===== src/rtl/lcd_bus_responder.sv =====
// lcd_bus_responder
//   Emulates the ten HD44102-style column controllers of the Model 100 LCD as
//   seen from the CPU strobe bus. Controller commands are decoded into
//   per-chip address/mode state, and data writes are turned into a serialized
//   framebuffer write port so a captured screen can be mirrored or re-driven.
//
//   Optional feature macro: LCD_READBACK_EN (status and data read-back).
//   Without it, data_out/data_oe/fb_re are tied to 0 and fb_rdata is unused.
//
// Ports
//   clk, reset        system clock, synchronous active-high reset
//   data_pin[7:0]     LCD data bus (asynchronous)
//   cs_pin[NCHIPS-1:0] chip selects, active-high, bit i = chip i (async)
//   di_pin            0 = command/status, 1 = data (async)
//   rw_pin            0 = write, 1 = read (async)
//   enable_pin        bus strobe (async)
//   fb_we             framebuffer write strobe, one cycle per chip write
//   fb_chip/page/col  framebuffer address of the write (or read)
//   fb_data           byte to write
//   disp_on           per-chip display-on flags
//   overrun           sticky: a strobe completed while the serializer was busy
//   data_out, data_oe read-back byte and its drive enable (feature only)
//   fb_re, fb_rdata   framebuffer read strobe / data one cycle later (feature only)
//   ser_state         serializer state for observation (0 = IDLE, 1 = WRITE)
//
// Bus protocol: the bus carries no handshake. While the synchronized enable is
// high the whole bus is latched every cycle; the falling edge of the
// synchronized enable marks one transaction using the last latched values.
// A transaction with no chip selected is ignored. The serializer has no
// back-pressure: a transaction arriving while it is busy is dropped and
// flagged on overrun.

module lcd_bus_responder #(
   parameter int NCHIPS      = 10,
   parameter int NCOLS       = 50,
   parameter int SYNC_STAGES = 2
) (
   input  logic              clk,
   input  logic              reset,
   input  logic [7:0]        data_pin,
   input  logic [NCHIPS-1:0] cs_pin,
   input  logic              di_pin,
   input  logic              rw_pin,
   input  logic              enable_pin,
   output logic              fb_we,
   output logic [3:0]        fb_chip,
   output logic [1:0]        fb_page,
   output logic [5:0]        fb_col,
   output logic [7:0]        fb_data,
   output logic [NCHIPS-1:0] disp_on,
   output logic              overrun,
   output logic [7:0]        data_out,
   output logic              data_oe,
   output logic              fb_re,
   input  logic [7:0]        fb_rdata,
   output logic              ser_state
);

   localparam int         BW       = 8 + NCHIPS + 3;
   localparam logic [5:0] COL_LAST = 6'(NCOLS - 1);

   typedef enum logic {S_IDLE = 1'b0, S_WRITE = 1'b1} state_t;

   function automatic logic [3:0] lowest(input logic [NCHIPS-1:0] m);
      logic [3:0] r;
      r = '0;
      for (int i = NCHIPS - 1; i >= 0; i--) begin
         if (m[i]) r = 4'(i);
      end
      return r;
   endfunction

   // Column stepping after an access: wraps inside 0..NCOLS-1 in both directions.
   function automatic logic [5:0] step_col(input logic [5:0] c, input logic u);
      if (u) return (c == COL_LAST) ? 6'd0 : c + 6'd1;
      else   return (c == 6'd0) ? COL_LAST : c - 6'd1;
   endfunction

   // ---------------- input synchronizers ----------------
   logic [BW-1:0]     sync_q [SYNC_STAGES];
   logic [7:0]        data_s;
   logic [NCHIPS-1:0] cs_s;
   logic              di_s, rw_s, enable_s;

   always_ff @(posedge clk) begin
      if (reset) begin
         for (int s = 0; s < SYNC_STAGES; s++) sync_q[s] <= '0;
      end else begin
         sync_q[0] <= {data_pin, cs_pin, di_pin, rw_pin, enable_pin};
         for (int s = 1; s < SYNC_STAGES; s++) sync_q[s] <= sync_q[s-1];
      end
   end

   assign {data_s, cs_s, di_s, rw_s, enable_s} = sync_q[SYNC_STAGES-1];

   // ---------------- bus latch and edge detect ----------------
   logic              enable_d;
   logic [7:0]        lat_data;
   logic [NCHIPS-1:0] lat_cs;
   logic              lat_di, lat_rw;

   always_ff @(posedge clk) begin
      if (reset) begin
         enable_d <= 1'b0;
         lat_data <= '0;
         lat_cs   <= '0;
         lat_di   <= 1'b0;
         lat_rw   <= 1'b0;
      end else begin
         enable_d <= enable_s;
         if (enable_s) begin
            lat_data <= data_s;
            lat_cs   <= cs_s;
            lat_di   <= di_s;
            lat_rw   <= rw_s;
         end
      end
   end

   logic fall, trig_valid, idle, cmd_go, wr_go, rd_step, ovr_hit;
   state_t state, state_next;

`ifdef LCD_READBACK_EN
   localparam logic RD_EN = 1'b1;
`else
   localparam logic RD_EN = 1'b0;
`endif

   assign fall = enable_d & ~enable_s;
   // Reads only count as transactions when read-back exists; otherwise they
   // are invisible (no overrun, no address step).
   assign trig_valid = fall & (|lat_cs) & (~lat_rw | RD_EN);
   assign idle       = (state == S_IDLE);
   assign cmd_go     = trig_valid & idle & ~lat_di & ~lat_rw;
   assign wr_go      = trig_valid & idle &  lat_di & ~lat_rw;
   assign rd_step    = trig_valid & idle &  lat_di &  lat_rw;
   assign ovr_hit    = trig_valid & ~idle;

   // ---------------- serializer FSM ----------------
   logic [NCHIPS-1:0] mask;
   logic [NCHIPS-1:0] mask_rest;
   logic [7:0]        wr_data;
   logic [3:0]        wr_chip;

   assign mask_rest = mask & (mask - NCHIPS'(1));  // drop the lowest set bit
   assign wr_chip   = lowest(mask);

   always_ff @(posedge clk) begin
      if (reset) state <= S_IDLE;
      else       state <= state_next;
   end

   always_comb begin
      state_next = state;
      case (state)
         S_IDLE:  if (wr_go) state_next = S_WRITE;
         S_WRITE: if (mask_rest == '0) state_next = S_IDLE;
         default: state_next = S_IDLE;
      endcase
   end

   always_ff @(posedge clk) begin
      if (reset) begin
         mask    <= '0;
         wr_data <= '0;
      end else if (wr_go) begin
         mask    <= lat_cs;
         wr_data <= lat_data;
      end else if (state == S_WRITE) begin
         mask    <= mask_rest;
      end
   end

   // ---------------- per-chip controller state ----------------
   logic [NCHIPS-1:0][1:0] page;
   logic [NCHIPS-1:0][5:0] col;
   logic [NCHIPS-1:0][1:0] start_page;
   logic [NCHIPS-1:0]      up;
   logic [3:0]             rd_chip;

   assign rd_chip = lowest(lat_cs);

   always_ff @(posedge clk) begin
      if (reset) begin
         page       <= '0;
         col        <= '0;
         start_page <= '0;
         up         <= '1;
         disp_on    <= '0;
      end else begin
         if (cmd_go) begin
            for (int i = 0; i < NCHIPS; i++) begin
               if (lat_cs[i]) begin
                  case (lat_data)
                     8'h38: disp_on[i] <= 1'b0;
                     8'h39: disp_on[i] <= 1'b1;
                     8'h3A: up[i]      <= 1'b0;
                     8'h3B: up[i]      <= 1'b1;
                     default: begin
                        if (lat_data[5:0] == 6'h3E) begin
                           start_page[i] <= lat_data[7:6];
                        end else if (lat_data[5:0] <= COL_LAST) begin
                           page[i] <= lat_data[7:6];
                           col[i]  <= lat_data[5:0];
                        end
                     end
                  endcase
               end
            end
         end
         // cmd_go/rd_step need IDLE, this needs WRITE: never the same cycle.
         if (state == S_WRITE) col[wr_chip] <= step_col(col[wr_chip], up[wr_chip]);
         if (rd_step)          col[rd_chip] <= step_col(col[rd_chip], up[rd_chip]);
      end
   end

   always_ff @(posedge clk) begin
      if (reset)        overrun <= 1'b0;
      else if (ovr_hit) overrun <= 1'b1;
   end

   // Start page only affects display scan, which this block does not model.
   logic unused_start_page;
   assign unused_start_page = ^start_page;

   // ---------------- read-back ----------------
   logic fb_re_c;
   logic [3:0] lc;

`ifdef LCD_READBACK_EN
   logic rise, rd_pend, data_oe_q;
   logic [7:0] data_out_q;

   assign rise    = enable_s & ~enable_d;
   assign lc      = lowest(cs_s);
   assign fb_re_c = rise & rw_s & di_s & (|cs_s) & idle;

   always_ff @(posedge clk) begin
      if (reset) begin
         rd_pend    <= 1'b0;
         data_oe_q  <= 1'b0;
         data_out_q <= '0;
      end else begin
         rd_pend <= fb_re_c;
         if (rise & rw_s & (|cs_s)) begin
            data_oe_q <= 1'b1;
            if (!di_s) data_out_q <= {1'b0, up[lc], disp_on[lc], 1'b0, 4'b0};
         end else if (fall) begin
            data_oe_q <= 1'b0;
         end
         if (rd_pend) data_out_q <= fb_rdata;
      end
   end

   assign data_out = data_out_q;
   assign data_oe  = data_oe_q;
`else
   logic unused_rdata;
   assign unused_rdata = ^fb_rdata;
   assign lc       = '0;
   assign fb_re_c  = 1'b0;
   assign data_out = '0;
   assign data_oe  = 1'b0;
`endif

   // ---------------- outputs ----------------
   always_comb begin
      fb_we   = 1'b0;
      fb_chip = '0;
      fb_page = '0;
      fb_col  = '0;
      fb_data = '0;
      fb_re   = fb_re_c;
      if (state == S_WRITE) begin
         fb_we   = 1'b1;
         fb_chip = wr_chip;
         fb_page = page[wr_chip];
         fb_col  = col[wr_chip];
         fb_data = wr_data;
      end else if (fb_re_c) begin
         fb_chip = lc;
         fb_page = page[lc];
         fb_col  = col[lc];
      end
   end

   assign ser_state = (state == S_WRITE);

endmodule

===== config.mk =====
export PLATFORM = sky130hd
export DESIGN_NAME = lcd_bus_responder
export DESIGN_NICKNAME = d
export VERILOG_FILES = /design/src/rtl/lcd_bus_responder.sv
export SDC_FILE = /design/constraint.sdc
export NUM_CORES = 1
export LEC_CHECK = 0
export CORE_UTILIZATION = 40
export CTS_CLUSTER_DIAMETER = 200
export DETAILED_ROUTE_END_ITERATION = 8
export GPL_TIMING_DRIVEN = 0
export SLEW_MARGIN = 5
export SYNTH_ARGS = -nofsm -noshare
export SYNTH_HDL_FRONTEND = slang
export SYNTH_SLANG_ARGS = --single-unit

===== constraint.sdc =====
create_clock -name clk -period 3.8 [get_ports clk]
set_clock_uncertainty 0.15 [all_clocks]
set_input_delay 0.38 -clock clk [delete_from_list [all_inputs] [get_ports clk]]
set_output_delay 0.38 -clock clk [all_outputs]
set_load 0.02 [all_outputs]

# --- Word level (Yosys, flattened, before mapping) ---
# Memory sizes are Yosys's and may differ from the RTL's.
# Index checks and enable logic that the tools add are counted.
op_classes:
  addsub: 5
  magnitude_cmp: 5
  eq_ne: 7
  n_mux: 108
  n_bitwise: 19
  n_reduce_logical: 40
ops:
  columns: ["op", "n"]
  rows:
  - ["$mux W6", 55]
  - ["$mux W60", 5]
  - ["$bwmux W60", 2]
  - ["$mux W4", 21]
  - ["$reduce_and A3 Y1", 20]
  - ["$reduce_and A5 Y1", 10]
  - ["$bmux W6 S4", 2]
  - ["$demux W6 S4", 2]
  - ["$mux W21", 2]
  - ["$eq A8 B6 Y1 const B", 4]
  - ["$mux W10", 2]
  - ["$eq A6 B6 Y1 const B", 3]
  - ["$add A6 B1 Y6 const B", 2]
  - ["$logic_not A6 Y1", 2]
  - ["$sub A6 B1 Y6 const B", 2]
  - ["$and A1 B1 Y1", 10]
  - ["$and A10 B10 Y10", 1]
  - ["$logic_not A10 Y1", 1]
  - ["$lt A4 B5 Y1 const B", 2]
  - ["$reduce_or A10 Y1", 1]
  - ["$sub A10 B1 Y10 const B", 1]
  - ["$bmux W1 S4", 2]
  - ["$bmux W2 S4", 1]
  - ["$ge A4 B1 Y1 const B", 2]
  - ["other kinds (10)", 29]
word_totals:
  register_bits: 141
  ram_bits: 42
  input_bits: 31
  output_inout_bits: 43
  n_memories: 1
memory_table:
  columns: ["memory", "words", "word_bits", "rd", "rd_ports_with_merged_regs", "write_ports", "line", "text"]
  rows:
  - ["sync_q", 2, 21, 2, 0, 2, "80", "logic [BW-1:0] sync_q [SYNC_STAGES];"]

# --- Longest topological paths before layout ---
depth:
  ltp_word: 22
  ltp_mapped: 18

# --- Least setup slack after synthesis ---
# No wires, ideal clock.
synth_timing:
  path_type: "reg2reg"
  from: "register mask[0]"
  to: "register col[0] in the netlist's numbering"
  setup_time_ps: 86
  arrival_time_ps: 3562
  t_required_ps: 3564
  setup_slack_ps: 3
  path_stages_with_launch: 17
  n_path_buf: 2
  synth_period_minus_slack_ps: 3797
  cell_sequence: "dfxtp_1 -> buf_2 -> nor4_1 -> nand2_4 -> or3_1 -> o32ai_1 -> a31oi_1 -> and3_1 -> buf_2 -> inv_1 -> ha_1 -> inv_1 -> a31o_1 -> or4_4 -> a221oi_4 -> nor2_1 -> a211oi_1"
synth_via:
  elab_chain_cells: 13
  elab_cells_between_ends: 24
  cone_classes: "add/sub: 2; order compare: 2; eq/ne: 1; mux: 17; reduce/logical: 2"
synth_rtl:
  columns: ["element", "line", "text"]
  rows:
  - ["from (decl)", "140", "logic [NCHIPS-1:0] mask;"]
  - ["from (signal assigned)", "167", "mask <= lat_cs;"]
  - ["from (signal assigned)", "170", "mask <= mask_rest;"]
  - ["$mux W4 (*)", "68", "if (m[i]) r = 4'(i);"]
  - ["$bmux W6 S4", "212", "if (state == S_WRITE) col[wr_chip] <= step_col(col[wr_chip], up[wr_chip]);"]
  - ["$mux W6 (implied by the code)", "212", null]
  - ["$sub A6 B1 Y6 (tied with other cells)", "76", "else return (c == 6'd0) ? COL_LAST : c - 6'd1;"]
  - ["$mux W6, on equally long branches", "76, 75", null]
  - ["$mux W6", "75", "if (u) return (c == COL_LAST) ? 6'd0 : c + 6'd1;"]
  - ["$mux W6", "212", null]
  - ["$mux W6", "184", "if (reset) begin"]
  - ["$bwmux W60 (*)", "212", null]
  - ["$mux W60 (*)", "212", null]
  - ["$mux W60 (*)", "184", null]
  - ["$bwmux W60", "213", "if (rd_step) col[rd_chip] <= step_col(col[rd_chip], up[rd_chip]);"]
  - ["$mux W60 (*)", "213", null]
  - ["to (signal, indexed assignment)", "204", "col[i] <= lat_data[5:0];"]
  - ["to (signal, indexed assignment)", "212", null]
  - ["to (signal, indexed assignment)", "213", null]
  - ["to (decl)", "176", "logic [NCHIPS-1:0][5:0] col;"]
# Every way passes the cells marked *; elsewhere a longest branch is shown, timed or not. The select of a mux whose other input is x is not followed.
# A chain may end at the register's enable or synchronous reset.

# --- Worst setup path after layout ---
layout_timing:
  from: "register mask[5]"
  to: "register col[6] in the netlist's numbering"
layout_via:
  elab_chain_cells: 18
  elab_cells_between_ends: 29
  cone_classes: "add/sub: 2; order compare: 2; eq/ne: 1; mux: 22; reduce/logical: 2"
layout_rtl:
  columns: ["element", "line"]
  rows:
  - ["$mux W4 (*) (6 in a row)", "68"]
  - ["$bmux W6 S4", "212"]
  - ["$mux W6 (implied by the code)", "212"]
  - ["$sub A6 B1 Y6 (tied with other cells)", "76"]
  - ["$mux W6, on equally long branches", "76, 75"]
  - ["$mux W6", "75"]
  - ["$mux W6", "212"]
  - ["$mux W6", "184"]
  - ["$bwmux W60 (*)", "212"]
  - ["$mux W60 (*)", "212"]
  - ["$mux W60 (*)", "184"]
  - ["$bwmux W60", "213"]
  - ["$mux W60 (*)", "213"]
# Marked as above.

==> reports/metrics.yaml <==
rsz0062_at_grt: "true"
placeableCoreArea_mm2: 0.0219
fin_util_pct: 52.4
drt-initial-drc-count: 900
synth_area_leader_cell: "dfxtp_1"
slew-limit-headroom_pct: 35.6
yosys_register_bits: 183
fin_crit_ns: 3.83
gp_congestion: 0.972
setup_viol_count_final: 8
preCtsSetupSlack_ns: -0.920
highest_clock_frequency_the_design_can_meet_mhz: 261
synth-compound-area-share_pct: 16.5
area.growth.synth_to_final_pct: 28.0
hold_slack_ns: 0.287
cts-htree-levels: 4
clock_latency_ns: 0.45
dr_total_vias: 8377
tritoncts: "done"
synth_simple_gate_area_share_pct: 21.6
yosysWarningCount: 0
finalHoldViolations: 0
cp_data_arrival_time_ns: 4.03
dr.pass1.iters: 6
synthXorXnorAreaFrac_pct: 0
overflow: 0
initial_core_utilization_pct: 40.9
peakVddDrop_v: 0.000300
yosys_cell_types: 81
tightest_hold_check_type: "reg2reg"
antenna_found_initial: 0
antenna_cells: 0
synthArstFlopShare_pct: 0
maxcap_viol_count: 0
worstSetupStartpointType: "flip-flop"
power.leakage_nw: 4.65
final_cell_mix: "dfxtp_1, nor2_1, nand2_1"
port_buffers: 54
violations_in_the_final_reports: "setup timing"
gr-usage-all-layers_pct: 26.4
max_slew.worst_pin.slew_ns: 0.959
wl_per_cell_um: 21.0
global_route_wire_length_before_repair_um: 45000
met2_length_um: 14100
count_of_nets_left_with_antenna_violations_after_detail_routing: 0
synth-seq-area-share_pct: 40.9
stdcell_area_mm2: 0.0115
grt_max_degree: 23
r2r_setup_slack_ns: -0.03
synth_area_leaders: "dfxtp_1, mux2i_1, nor2_1"
syn_area_per_cell_um2: 8.75
critical_path_required_ns: 4.00
die_x_um: 152
clk_transition_reported_paths_ns: 0.08
boundaryPins: 74
most_frequent_standard_cell_in_the_layout_excluding_fill_and_tap_cells: "dfxtp_1"
dpl-instance-area_mm2: 0.00991
finish.net_count: 1192
number_of_buffers_on_the_longest_clock_path: 2
report.power.total_mw: 3.95
run_status: "finished, violations left"
fillCellCount: 2088
synthDominantCellAreaShare_pct: 40.9
post-route-period-util_pct: 101
netlist_instances: 1024
largest_family_of_logic_cells_by_synthesized_area: "simple AND/OR/NAND/NOR gates"
worstSetupPathType: "reg2reg"
holdBufCountCts: 0
synth_edf_count: 0
cts_made_buffers: 17
critical_path.max_fanout: 8
cp-end-kind: "flip-flop"
cts_num_sinks: 183
route.layer.met1.wl_um: 12400
drt_wl_total_um: 30500
maxSlewViolCount: 0
die-area_mm2: 0.0230
detailroute.wirelength.met3_um: 2700
die_height_um: 152
synth_mux_area_share_pct: 14.7
yosys.area_share.adder_pct: 0.670
final.setup.worst_slack_ns: -0.0284
powerDensity_mw_per_mm2: 344
cts-root-buf: "clkbuf_16"
hpwl_um: 20300
core.rowCount: 54
syn_area_mm2: 0.00896
layout-drive-gt1-share_pct: 21.7
highest_layer: "met4"
route.detailed.drc: 0
first_global_vias: 7784
vias_per_cell: 5.78
synth-main-ff-cell: "dfxtp_1"
==> cells in the mapped netlist (3+ instances only) <==
| cell | n |
|---|---|
| a211oi_1 | 23 |
| a21oi_1 | 48 |
| a221oi_1 | 6 |
| a22oi_1 | 4 |
| a2bb2oi_1 | 3 |
| a311oi_1 | 3 |
| a31oi_1 | 14 |
| a41oi_1 | 6 |
| and2_1 | 9 |
| and3_1 | 9 |
| buf_1 | 3 |
| buf_2 | 9 |
| buf_4 | 13 |
| buf_6 | 5 |
| clkbuf_1 | 62 |
| dfxtp_1 | 183 |
| ha_1 | 4 |
| inv_1 | 11 |
| mux2_2 | 39 |
| mux2i_1 | 87 |
| nand2_1 | 93 |
| nand3_1 | 53 |
| nand4_1 | 5 |
| nor2_1 | 124 |
| nor2b_1 | 44 |
| nor3_1 | 16 |
| nor4_1 | 11 |
| o211a_1 | 4 |
| o21ai_0 | 44 |
| o22ai_1 | 6 |
| o31ai_1 | 5 |
| o31ai_4 | 3 |
| or3_1 | 9 |
==> power by group <==
group | total, mW | internal, mW | switching (mW)
registers | 1.94 | 1.94 | 0.00683
logic | 0.130 | 0.0499 | 0.0797
clock network | 1.87 | 0.917 | 0.957
total | 3.95 | 2.90 | 1.04
==> worst max-delay path, cell delays in order (launching register included) <==
cell	delay, ns
dfxtp_2	0.33
buf_6	0.13
and2b_4	0.18
o21ai_4	0.26
a31oi_4	0.17
buf_8	0.16
buf_8	0.11
nand2_4	0.07
a21oi_4	0.07
nor4_4	0.43
ha_4	0.20
inv_2	0.03
a31o_1	0.21
or4_4	0.54
a221oi_4	0.28
buf_12	0.17
nor2_1	0.05
a211oi_1	0.18
==> per-stage QoR <==
| stage | std cells | setup TNS [ns] |
|---|---|---|
| after floorplan | 1033 | 0 |
| after global routing | 1450 | -1.31 |
| after CTS | 1425 | -0.674 |
| after detailed placement | 1369 | -36.06 |
| final | 1450 | -0.103 |
| after global placement | 1367 | -36.10 |
==> kinds of logic (layout without fill, tap and decap cells) <==
family / Yosys count / count (layout)
simple gates: 397 / 397
compound gates: 206 / 207
other cells: 1 / 10
mux: 127 / 127
flops: 183 / 183
fa+ha+maj: 5 / 5
buf+inv: 105 / 241
==> sequential cells by signal, indices dropped and copies added, names as in the netlist, 8 cells and up <==
| signal | cells |
|---|---|
| col | 60 |
| sync_q | 42 |
| lat_data | 8 |
| page | 20 |
| up | 10 |
| lat_cs | 10 |
| disp_on | 10 |
| wr_data | 8 |
| mask | 10 |
==> routing by layer <==
metal,track usage (%),vias up
met4,12.5,0
met2,42.9,434
met5,0,-
met3,6.32,104
li1,-,3895
met1,32.8,3944
==> path summary, 6_finish.rpt <==
check	depth (start not counted)	start	end
hold reg to reg	1	sync_q[0][2]	sync_q[0][23]
hold / removal	1	sync_q[0][2]	sync_q[0][23]
setup reg to reg	17	mask[5]	col[6]
setup / recovery	17	mask[5]	col[6]
==> cell type report <==
| cell class | instances | area [µm²] | area share, % |
|---|---|---|---|
| inverter | 13 | 63.8 | 0.556 |
| clock inverter | 15 | 216 | 1.89 |
| clock buffer | 17 | 425 | 3.71 |
| timing repair buffer | 106 | 993 | 8.66 |
| multi-input combinational | 746 | 5250 | 45.8 |
| tap | 280 | 350 | 3.05 |
| sequential | 183 | 3680 | 32.1 |
| buffer | 90 | 494 | 4.31 |
==> what timing repair did <==
| action | 4_1_cts | 5_1_grt |
|---|---|---|
| gates resized for setup | 47 | 81 |
| endpoints found under the setup margin | 68 | 65 |
| pin swaps | 15 | 25 |
| gates cloned | 0 | 2 |
| buffers inserted | 25 | 24 |
(Power assumes the default switching activity.)
